$ cat src/rtl/updown_pkg.sv
// Shared types for the up/down sweep controller: FSM states,
// counter mode encoding and default widths.
package updown_pkg;

   localparam int CNT_W_DEF   = 8;
   localparam int SWEEP_W_DEF = 8;
   localparam int DWELL_W_DEF = 4;

   localparam logic MODE_UP   = 1'b0;
   localparam logic MODE_DOWN = 1'b1;

   typedef enum logic [2:0] {
      IDLE      = 3'd0,
      CLEAR     = 3'd1,
      UP        = 3'd2,
      DWELL_TOP = 3'd3,
      DOWN      = 3'd4,
      DWELL_BOT = 3'd5,
      DONE      = 3'd6
   } state_e;

   function automatic logic is_busy(state_e s);
      return (s == CLEAR) || (s == UP) ||
             (s == DWELL_TOP) || (s == DOWN) ||
             (s == DWELL_BOT);
   endfunction

   // Mode is set on entry to a state, so a dwell already
   // carries the direction of the phase that follows it.
   function automatic logic mode_of(state_e s);
      return ((s == DWELL_TOP) || (s == DOWN)) ?
             MODE_DOWN : MODE_UP;
   endfunction

endpackage

$ cat src/rtl/updown_dwell_timer.sv
// Loadable down-counter that flags the last cycle of a dwell;
// shared by the top and bottom turnaround dwells.
module updown_dwell_timer #(
   parameter int W = 4
) (
   input  logic         clk,
   input  logic         rst,
   input  logic         load_i,
   input  logic [W-1:0] len_i,
   input  logic         run_i,
   output logic         expire_o
);

   logic [W-1:0] cnt_q;
   logic [W-1:0] cnt_d;

   always_comb begin
      cnt_d = cnt_q;
      if (load_i) begin
         cnt_d = len_i - W'(1);
      end else if (run_i && (cnt_q != '0)) begin
         cnt_d = cnt_q - W'(1);
      end
   end

   always_ff @(posedge clk or posedge rst) begin
      if (rst) begin
         cnt_q <= '0;
      end else begin
         cnt_q <= cnt_d;
      end
   end

   assign expire_o = run_i && (cnt_q == '0);

endmodule

$ cat src/rtl/updown_sweep_ctrl.sv
// Sweep sequencer for the 8-bit up/down counter.
// Optional UPDOWN_SWEEP_LIMIT_EN adds a programmable UP turnaround.
module updown_sweep_ctrl
   import updown_pkg::*;
#(
   parameter int CNT_W   = CNT_W_DEF,
   parameter int SWEEP_W = SWEEP_W_DEF,
   parameter int DWELL_W = DWELL_W_DEF
) (
   input  logic               clk,
   input  logic               reset,
   input  logic               start,
   input  logic               stop,
   input  logic [SWEEP_W-1:0] cfg_sweeps,
   input  logic [DWELL_W-1:0] cfg_dwell,
`ifdef UPDOWN_SWEEP_LIMIT_EN
   input  logic [CNT_W-1:0]   cfg_limit,
`endif
   input  logic [CNT_W-1:0]   cnt_count,
   input  logic               cnt_tc,
   output logic               cnt_enable,
   output logic               cnt_mode,
   output logic               cnt_clear,
   output logic               busy,
   output logic               done,
   output logic [SWEEP_W-1:0] sweep_idx
);

   state_e             state_q;
   state_e             state_d;
   logic [SWEEP_W-1:0] sweeps_q;
   logic [SWEEP_W-1:0] sweeps_d;
   logic [DWELL_W-1:0] dwell_q;
   logic [DWELL_W-1:0] dwell_d;
   logic [SWEEP_W-1:0] idx_q;
   logic [SWEEP_W-1:0] idx_d;
   logic               mode_q;
   logic               clear_q;
   logic               busy_q;
   logic               done_q;
   logic               dwell_load;
   logic               dwell_run;
   logic               dwell_exp;
   logic               up_turn;
   logic               last_sweep;

`ifdef UPDOWN_SWEEP_LIMIT_EN
   logic [CNT_W-1:0]   limit_q;
   logic [CNT_W-1:0]   limit_d;

   assign up_turn = cnt_tc || (cnt_count == limit_q);
`else
   logic               unused_cnt;

   assign unused_cnt = ^cnt_count;
   assign up_turn    = cnt_tc;
`endif

   assign last_sweep = (sweeps_q != '0) &&
                       ((idx_q + SWEEP_W'(1)) == sweeps_q);

   assign dwell_run = (state_q == DWELL_TOP) ||
                      (state_q == DWELL_BOT);

   updown_dwell_timer #(
      .W (DWELL_W)
   ) u_dwell (
      .clk      (clk),
      .rst      (reset),
      .load_i   (dwell_load),
      .len_i    (dwell_q),
      .run_i    (dwell_run),
      .expire_o (dwell_exp)
   );

   always_comb begin
      state_d    = state_q;
      sweeps_d   = sweeps_q;
      dwell_d    = dwell_q;
      idx_d      = idx_q;
      dwell_load = 1'b0;
`ifdef UPDOWN_SWEEP_LIMIT_EN
      limit_d    = limit_q;
`endif
      unique case (state_q)
         IDLE: begin
            if (start && !stop) begin
               state_d  = CLEAR;
               sweeps_d = cfg_sweeps;
               dwell_d  = cfg_dwell;
               idx_d    = '0;
`ifdef UPDOWN_SWEEP_LIMIT_EN
               limit_d  = cfg_limit;
`endif
            end
         end
         CLEAR: begin
            state_d = UP;
         end
         UP: begin
            if (up_turn) begin
               if (dwell_q != '0) begin
                  state_d    = DWELL_TOP;
                  dwell_load = 1'b1;
               end else begin
                  state_d = DOWN;
               end
            end
         end
         DWELL_TOP: begin
            if (dwell_exp) begin
               state_d = DOWN;
            end
         end
         DOWN: begin
            if (cnt_tc) begin
               idx_d = idx_q + SWEEP_W'(1);
               if (last_sweep) begin
                  state_d = DONE;
               end else if (dwell_q != '0) begin
                  state_d    = DWELL_BOT;
                  dwell_load = 1'b1;
               end else begin
                  state_d = UP;
               end
            end
         end
         DWELL_BOT: begin
            if (dwell_exp) begin
               state_d = UP;
            end
         end
         DONE: begin
            state_d = IDLE;
         end
         default: begin
            state_d = IDLE;
         end
      endcase
      // Abort leaves the sweep index where the run stopped.
      if (stop && is_busy(state_q)) begin
         state_d    = IDLE;
         idx_d      = idx_q;
         dwell_load = 1'b0;
      end
   end

   always_ff @(posedge clk or posedge reset) begin
      if (reset) begin
         state_q  <= IDLE;
         sweeps_q <= '0;
         dwell_q  <= '0;
         idx_q    <= '0;
         mode_q   <= MODE_UP;
         clear_q  <= 1'b0;
         busy_q   <= 1'b0;
         done_q   <= 1'b0;
      end else begin
         state_q  <= state_d;
         sweeps_q <= sweeps_d;
         dwell_q  <= dwell_d;
         idx_q    <= idx_d;
         mode_q   <= mode_of(state_d);
         clear_q  <= (state_d == CLEAR);
         busy_q   <= is_busy(state_d);
         done_q   <= (state_d == DONE);
      end
   end

`ifdef UPDOWN_SWEEP_LIMIT_EN
   always_ff @(posedge clk or posedge reset) begin
      if (reset) begin
         limit_q <= '0;
      end else begin
         limit_q <= limit_d;
      end
   end
`endif

   // Gating on tc and stop here keeps the counter from wrapping
   // and freezes it in the very cycle stop arrives.
   assign cnt_enable = (((state_q == UP) && !up_turn) ||
                        ((state_q == DOWN) && !cnt_tc)) &&
                       !stop;

   assign cnt_mode  = mode_q;
   assign cnt_clear = clear_q;
   assign busy      = busy_q;
   assign done      = done_q;
   assign sweep_idx = idx_q;

endmodule

$ cat config.mk
export PLATFORM = sky130hd
export DESIGN_NAME = updown_sweep_ctrl
export DESIGN_NICKNAME = d
export VERILOG_FILES = /design/src/rtl/updown_pkg.sv /design/src/rtl/updown_dwell_timer.sv /design/src/rtl/updown_sweep_ctrl.sv
export SDC_FILE = /design/constraint.sdc
export NUM_CORES = 1
export LEC_CHECK = 0
export ABC_AREA = 1
export CAP_MARGIN = 20
export CORE_UTILIZATION = 56
export CTS_BUF_LIST = sky130_fd_sc_hd__clkbuf_8
export DETAILED_ROUTE_END_ITERATION = 16
export HOLD_SLACK_MARGIN = 0.1
export MAX_ROUTING_LAYER = met4
export PLACE_DENSITY_LB_ADDON = 0.08
export REMOVE_ABC_BUFFERS = 1
export SYNTH_ARGS = -nofsm -noshare
export SYNTH_HDL_FRONTEND = slang
export SYNTH_SLANG_ARGS = --single-unit
$ cat constraint.sdc
create_clock -name clk -period 6 [get_ports clk]
set_input_delay 1.2 -clock clk [delete_from_list [all_inputs] [get_ports clk]]
set_output_delay 1.2 -clock clk [all_outputs]
set_load 0.005 [all_outputs]
Word level (Yosys, flattened, before mapping)
Cells that the tools add are included.
- register bits: 31
- logic and storage cells: 79
- $add $sub $neg: 3
- equality and inequality tests: 14
- mux-type cells: 22
- bitwise gates (word level): 1
- reductions and logical operators: 30
- operator list (kind ; number):
    2-to-1 mux 3 bit ; 9
    case mux 3 bit (6 select lines) ; 1
    2-to-1 mux 8 bit ; 2
    case mux 8 bit (2 select lines) ; 1
    == test 3 bit, second input constant ; 5
    == test 3 x 2 -> 1 bit, second input constant ; 4
    logical OR 1 bit ; 11
    adder 8 x 1 -> 8 bit, second input constant ; 1
    == test 8 bit ; 1
    logical AND 1 bit ; 8
    2-to-1 mux 4 bit ; 2
    nonzero test 4 bit ; 2
    nonzero test 8 bit ; 1
    subtractor 4 x 1 -> 4 bit, second input constant ; 2
    == test 3 x 1 -> 1 bit, second input constant ; 2
    2-to-1 mux 1 bit ; 6
    logical NOT 4 bit ; 1
    inequality test 2 bit, second input constant ; 2
    AND reduction 4 bit ; 1
    nonzero test 2 bit ; 2
    logical NOT 3 bit ; 1
    logical NOT 1 bit ; 2
    case mux 1 bit (2 select lines) ; 1
    AND reduction 2 bit ; 1
    inverter 1 bit ; 1

Longest topological paths before layout
- depth after elaboration: 12
- gate-level depth with buffers: 17
- depth with buffers taken out: 17

Cells and area by module
From an unflattened synthesis, not the netlist that was laid out.
- cell total of the unflattened synthesis: 261
- area, all modules: 1839.3 µm²
- modules (own cells, without submodules) (module ; times used ; cells each ; area each (µm²) ; sequential area each (µm²)):
    updown_sweep_ctrl ; 1 ; 215 ; 1549.0 ; 675.6
    updown_dwell_timer ; 1 ; 46 ; 290.3 ; 100.1

Worst setup path before layout
No wires, ideal clock.
- kind: input to output
- start point: in cnt_tc
- end point: out cnt_enable
- arrival: 1.404 ns
- required time: 4.800 ns
- setup slack: 3.396 ns
- cell stages on the path: 1
- buffers on the path: 0
- cell sequence: nor3_1
- longest elaborated chain between the ends: 4
- elaborated cells on any way between the ends: 5
- classes of those cells: reduce/logical (5)
- RTL lines (element ; RTL line ; source):
    start: declaration ; updown_sweep_ctrl.sv:20 ; input logic cnt_tc,
    logical NOT 1 bit * ; updown_sweep_ctrl.sv:182, updown_sweep_ctrl.sv:183 ;
    logical AND 1 bit, on equally long branches ; updown_sweep_ctrl.sv:182, updown_sweep_ctrl.sv:183 ;
    logical OR 1 bit * ; updown_sweep_ctrl.sv:182 ; assign cnt_enable = (((state_q == UP) && !up_turn) ||
    logical AND 1 bit * ; updown_sweep_ctrl.sv:183 ; ((state_q == DOWN) && !cnt_tc)) &&
    end: declaration ; updown_sweep_ctrl.sv:21 ; output logic cnt_enable,
Mark *: on every way between the ends. The rest lies on a longest branch, timed or not.

Worst setup path in the final report
Ends and elaborated chain as after synthesis.

==> results.toml <==
[floorplanning]
die_y_um = 59.2
dieArea_um2 = 3510
core_area_um2 = 3080
initial_core_util_pct = 59.6
rows = 20
io_pins = 38
fp.dieW_um = 59.2

[place]
hpwlAfterDp_um = 2770
dp_cells = 319
gp_congestion = 0.868
port_buffers = 29

[worst_setup_path]
reg2reg_slack_ps = 3560
cp_max_fo = 5
worstSetupEndpointType = "primary output"
crit_start = "cnt_tc"
r2r_start = "sweep_idx[0]$_DFFE_PP0P_"
crit_buf_inv = 2
critPathLaunchType = "input port"
cp_top_family = "buffers and inverters"
crit_path_end = "cnt_enable"
crit_arrival_ps = 2440
cp_num_cells = 3
r2r_end = "u_dwell.cnt_q[2]$_DFFE_PP0P_"
crit_top_cell = "clkdlybuf4s50_1"
critPathMaxStageDelay_ps = 520
crit_type = "in -> out"
cp.required_ps = 4800
path_cells = "clkdlybuf4s50_1, nor3_1, clkdlybuf4s50_1"
r2r_cells = 15
crit_slowest_cell = "clkdlybuf4s50_1"

[clock_tree]
cts_setup_buffers = 0
clk_latency_ps = 290
cts_buffers = 5
ctsRootBufferMaster = "clkbuf_8"
h-tree-depth = 2
cts_tree = "built"
cts_hold_buf = 0
cts_buffer_depth = 2
clk_pin_slew_worst_paths_ps = 70
clock-sinks = 31
cts_resized = 0

[finish]
drive_gt1_share_pct = 11.7
stdcell_count = 327
area_delta_synth_final_pct = 23.9
num-fill-cells = 257
n_antenna_cell = 0
finish.utilization_pct = 73.8
nets = 309

[sta]
clock-skew-final_ps = 9.97
setup_violations = 0
worstMarginPinSlew_ps = 504
slew_violations = 0
fmax_mhz = 275
rsz0062_at_grt = "false"
fin_tns_setup_ps = 0
finalHoldViolCount = 0
fin_crit_sh_pct = 60.6
relSlewSlack_pct = 66.1
finalCriticalPeriod_ps = 3640

[hold_path]
holdCritPathClass = "reg -> reg"

[synth]
synth-edff-count = 0
netlist_area_um2 = 1830
synth_top_area_share_pct = 42.3
synth_cell_type_count = 30
netlist_instances = 248
avgSynthCellArea_um2 = 7.39
ys_async_sr_fraction_pct = 100
yosys.area.top_type = "dfrtp_1"
yosys_warnings = 0
yosys_register_bits = 31
seq_area_frac_synth_pct = 42.3
synthFlopType = "dfrtp_1"
synth_area_leaders = "dfrtp_1 42%, nand2_1 14%, nand3_1 7.1%, inv_1 6.6%, o21ai_0 4.4%"

[routing]
via_count = 1628
wirelength_um = 3680
routedWlPerCell_um = 11.3
drtAntennaViolNets = 0
viasPerCell = 4.98
drc = 0
first_pass_iters = 4
drt_iter0_drc = 81

[global_routing]
grt-ovfl-total = 0
grt_max_degree = 32
antenna_found_initial = 0
grt_pass1_vias = 1406
grt_usage_pct = 25.4
grt_pass1_wl_um = 6250

[run]
maxCapViolCount = 0

[status]
status = "complete, no violations"

[power_and_ir_drop]
power_leakage_uw = 0.00109
peakVddDrop_mv = 0.211
power_density_nw_per_um2 = 406
==> cell type report <==
type	count	area (µm²)	area share, %
Tap cell	44	55.1	2.42
Sequential cell	31	776	34.2
Clock buffer	7	96.3	4.24
Clock inverter	1	3.75	0.165
Inverter	39	146	6.45
Multi-Input combinational cell	175	896	39.4
Timing Repair Buffer	30	298	13.1
==> placed cells by master (no fill, tap or decap), types with 2 or more instances in the layout <==
cell	netlist	final
inv_1	32	33
nand2_2	6	6
nand4_1	5	5
o21ai_0	16	16
nand2_1	69	69
nor2_1	17	17
clkdlybuf4s50_1	0	29
a211oi_1	2	2
o22ai_1	4	4
nor3_1	2	2
a21oi_1	4	4
ha_1	2	2
inv_2	7	7
nor2_2	3	3
clkbuf_8	0	7
a21oi_2	2	2
o21ai_1	4	4
nand3_1	26	26
dfrtp_1	31	31
nor2_4	2	2
xnor2_1	2	2
==> registers in the layout, summed over array words and instances (netlist names) <==
signal and cells:
sweep_idx 8, dwell_q 4, u_dwell.cnt_q 4, sweeps_q 8, cnt_mode 1, done 1
busy 1, state_q 3, cnt_clear 1
==> layer usage <==
metal,track usage (%),up-vias,part of all wire [%]
met2,36.1,46,43
met1,33.1,710,50
met5,-,-,0
met4,12.2,0,1.8
li1,-,867,-
met3,7.21,5,4.6
==> synthesized netlist by cell type, types with 2 or more instances <==
cell and n:
a21oi_1 4, nor2_1 17, a21oi_2 2, nand2_1 69, dfrtp_1 31, nor3_1 2, nand4_1 5, nand3_1 26
xnor2_1 2, clkbuf_1 2, ha_1 2, nand2_2 6, a211oi_1 2, inv_2 7, inv_1 32, o21ai_0 16
nor2_2 3, o21ai_1 4, o22ai_1 4, nor2_4 2
==> power by group <==
| group | switching, µW | internal [µW] | leakage, µW | total, µW |
|---|---|---|---|---|
| combinational | 250 | 159 | 0.000636 | 409 |
| sequential | 52.7 | 281 | 0.000401 | 334 |
| clock | 77.1 | 103 | 0.0000557 | 180 |
| total | 380 | 542 | 0.00109 | 922 |
==> metrics by stage <==
step / hold WS, ps / total power (µW) / setup slack (ps) / instance area (µm²)
after CTS: 506 / 925 / 2370 / 2270
after global routing: 547 / 1000 / 2300 / 2270
final: 500 / 922 / 2360 / 2270
after floorplan: 453 / 635 / 3400 / 1820
after detailed placement: 489 / 742 / 2370 / 2170
after global placement: 472 / 729 / 2390 / 2170
==> worst register-to-register path, delay by kind of cell (launching register included) <==
kind                     cells  cell delay (ps)
AND/OR/NAND/NOR             10             1030
flip-flops                   1              540
adder cells (fa/ha/maj)      2              510
XOR/XNOR                     1              150
buffers and inverters        1               90
AO/OA/AOI/OAI                1               60
==> worst min path at each step <==
stage	slack, ps	to	depth (start not counted)	startpoint
after floorplan	450	u_dwell.cnt_q[1]$_DFFE_PP0P_	2	u_dwell.cnt_q[1]$_DFFE_PP0P_
after global placement	470	u_dwell.cnt_q[1]$_DFFE_PP0P_	2	u_dwell.cnt_q[1]$_DFFE_PP0P_
after detailed placement	490	u_dwell.cnt_q[1]$_DFFE_PP0P_	2	u_dwell.cnt_q[1]$_DFFE_PP0P_
after CTS	510	u_dwell.cnt_q[1]$_DFFE_PP0P_	2	u_dwell.cnt_q[1]$_DFFE_PP0P_
after global routing	550	u_dwell.cnt_q[1]$_DFFE_PP0P_	2	u_dwell.cnt_q[1]$_DFFE_PP0P_
final	500	u_dwell.cnt_q[1]$_DFFE_PP0P_	2	u_dwell.cnt_q[1]$_DFFE_PP0P_
==> cells by family after synthesis <==
logic type               synth area share (%)
adder cells (fa/ha/maj)                  1.36
AND/OR/NAND/NOR                          35.6
buffers and inverters                    8.81
AO/OA/AOI/OAI                            11.0
XOR/XNOR                                0.956
flip-flops                               42.3
(Power assumes the default switching activity.)
==> edit: new RTL, config.mk and constraints unchanged <==
Build with the macro `UPDOWN_SWEEP_LIMIT_EN` defined.
--- a/src/rtl/updown_sweep_ctrl.sv
+++ b/src/rtl/updown_sweep_ctrl.sv
@@ -2,2 +2,4 @@
 // Optional UPDOWN_SWEEP_LIMIT_EN adds a programmable UP turnaround.
+`define UPDOWN_SWEEP_LIMIT_EN
+
 module updown_sweep_ctrl
Ports: changed (added cfg_limit); port bits go from 38 to 46. The function was not compared with the original's and may differ.
==> edit against the original RTL <==
  * Setup slack got worse by 630 ps
  * Clock skew decreased by 2.3 ps
  * Power grew 18%
  * Sequential cell count grew 8
  * Fmax is 15% lower
  * Via count up 25%
  * Wire length grew 27%
  * Largest cell class unchanged
  * Sequential power up 27%
  * Synthesized area increased by 19%
  * Final area grew 22%
  * Worst hold slack gained 8.1 ps
==> edit: results (changes against the original RTL) <==
stage	metric	value	unit	change
status	status	finished clean		
synthesis	yosysSeqAreaShare	0.448		+0.0251
worst_setup_path	path_max_fanout	3		-2
worst_setup_path	cp_slowest_stage_delay	500	ps	-20 ps
placement	gp_congestion	0.886		+2.2%
placement	portBuffers	45		+55%
global_route	grt_use_total	0.265		+0.0109
synthesis	synth_top_cells_by_area	dfrtp_1 (45%), nand2_1 (17%), inv_1 (7.4%), nand3_1 (5.7%), o21ai_0 (4.4%)		
synthesis	ys.flop_type	dfrtp_1		
worst_setup_path	r2r_start	sweep_idx[0]		
route	initialDrtViolationCount	153		+89%
route	vias	2033		+25%
clock_tree	insertion_delay	300	ps	
clock_tree	cts-root-buf	clkbuf_8		
clock_tree	path_clk_slew	80	ps	
clock_tree	cts_resized	0		unchanged
final_layout	drive_gt1_frac	0.0812		-0.0354
global_route	grt_max_degree	40		+25%
synthesis	yosysWarningCount	0		unchanged
power	ir_worst_vdd	0.276	mV	+31%
final_layout	fillers	294		+14%
route	drt_first_pass_iters	4		unchanged
synthesis	synthTopCellsByCount	nand2_1 (97), inv_1 (43), dfrtp_1 (39)		
timing	skew	7.70	ps	-2.28 ps
placement	place_area	2680	um2	+24%
final_layout	layout.nets	379		+23%
route	routed_wl	4660	um	+27%
placement	dpl.hpwl	3450	um	+25%
timing	tightest_slew	794	ps	+289 ps
clock_tree	cts_made_buffers	5		unchanged
power	p_leak	1.33	nW	+22%
global_route	antenna_found_initial	0		unchanged
worst_setup_path	startpoint	cnt_count[1]		
final_layout	diodes	0		unchanged
synthesis	synth_cell_types	29		-3.3%
global_route	grt_pass1_vias	1924		+37%
hold_path	hp-start	limit_q[5]		
worst_setup_path	crit_arrival	3060	ps	+620 ps
global_route	grt_pass1_wl	8110	um	+30%
clock_tree	htree_levels	2		unchanged
synthesis	synthArstFlopShare	1.00		unchanged
clock_tree	cts_buffer_depth	2		unchanged
hold_path	worstHoldPathType	reg2reg		
## edit: cell types whose count changed after synthesis, sizes merged, moves of 2 or more
cell / unedited run / this run
inv: 39 / 44
nor2: 22 / 17
nand2: 75 / 103
o22ai: 4 / 6
dfrtp: 31 / 39
a211oi: 2 / 0
or2: 0 / 3
xor2: 0 / 5
## edit: cells by family after synthesis
kind of cell | count (synthesis) | share of synthesized area
AO/OA/AOI/OAI | 36 | 0.0908
adder cells (fa/ha/maj) | 2 | 0.0115
AND/OR/NAND/NOR | 161 | 0.334
XOR/XNOR | 8 | 0.0322
buffers and inverters | 48 | 0.0828
flip-flops | 39 | 0.448
## edit: metrics by stage
stage	std cells	util	worst slack, ps
after global routing	393	0.750	1630
after detailed placement	385	0.728	1730
after global placement	385	0.728	1750
after floorplan	291	-	2790
final	393	0.750	1740
after CTS	393	0.750	1730
## edit: worst max-delay path: cells and delay by family
family	cells	cell delay, ps
compound gates	2	360
buf+inv	2	920
simple gates	4	580
## edit: area by class of cell
type / count / area (um2) / share of cell area
Timing Repair Buffer: 46 / 458 / 0.165
Tap cell: 48 / 60.1 / 0.0217
Clock buffer: 5 / 68.8 / 0.0249
Sequential cell: 39 / 976 / 0.353
Multi-Input combinational cell: 207 / 1020 / 0.369
Inverter: 45 / 169 / 0.0610
Clock inverter: 3 / 15.0 / 0.00542
## edit: report_power, final
part | internal [mW] | leakage (nW) | total [mW] | switching, mW
Sequential | 0.361 | 0.500 | 0.425 | 0.0641
Combinational | 0.196 | 0.787 | 0.485 | 0.289
Clock | 0.0796 | 0.0477 | 0.174 | 0.0945
## edit: final timing paths
kind | slack [ps] | to | cells past startpoint
max in group asynchronous | 4350 | cnt_mode | 3
min in group asynchronous | 1310 | dwell_q[1] | 3
worst max register to register | 3520 | u_dwell.cnt_q[2] | 17
worst min register to register | 510 | limit_q[5] | 2
worst min-delay path | 510 | limit_q[5] | 2
worst max-delay path | 1740 | cnt_enable | 8
## edit: metal layers
metal,part of all wire,up-vias,track usage
li1,-,1031,-
met1,0.45,934,0.323
met2,0.49,60,0.433
met3,0.046,8,0.0696
met4,0.017,0,0.0750
met5,0,-,-
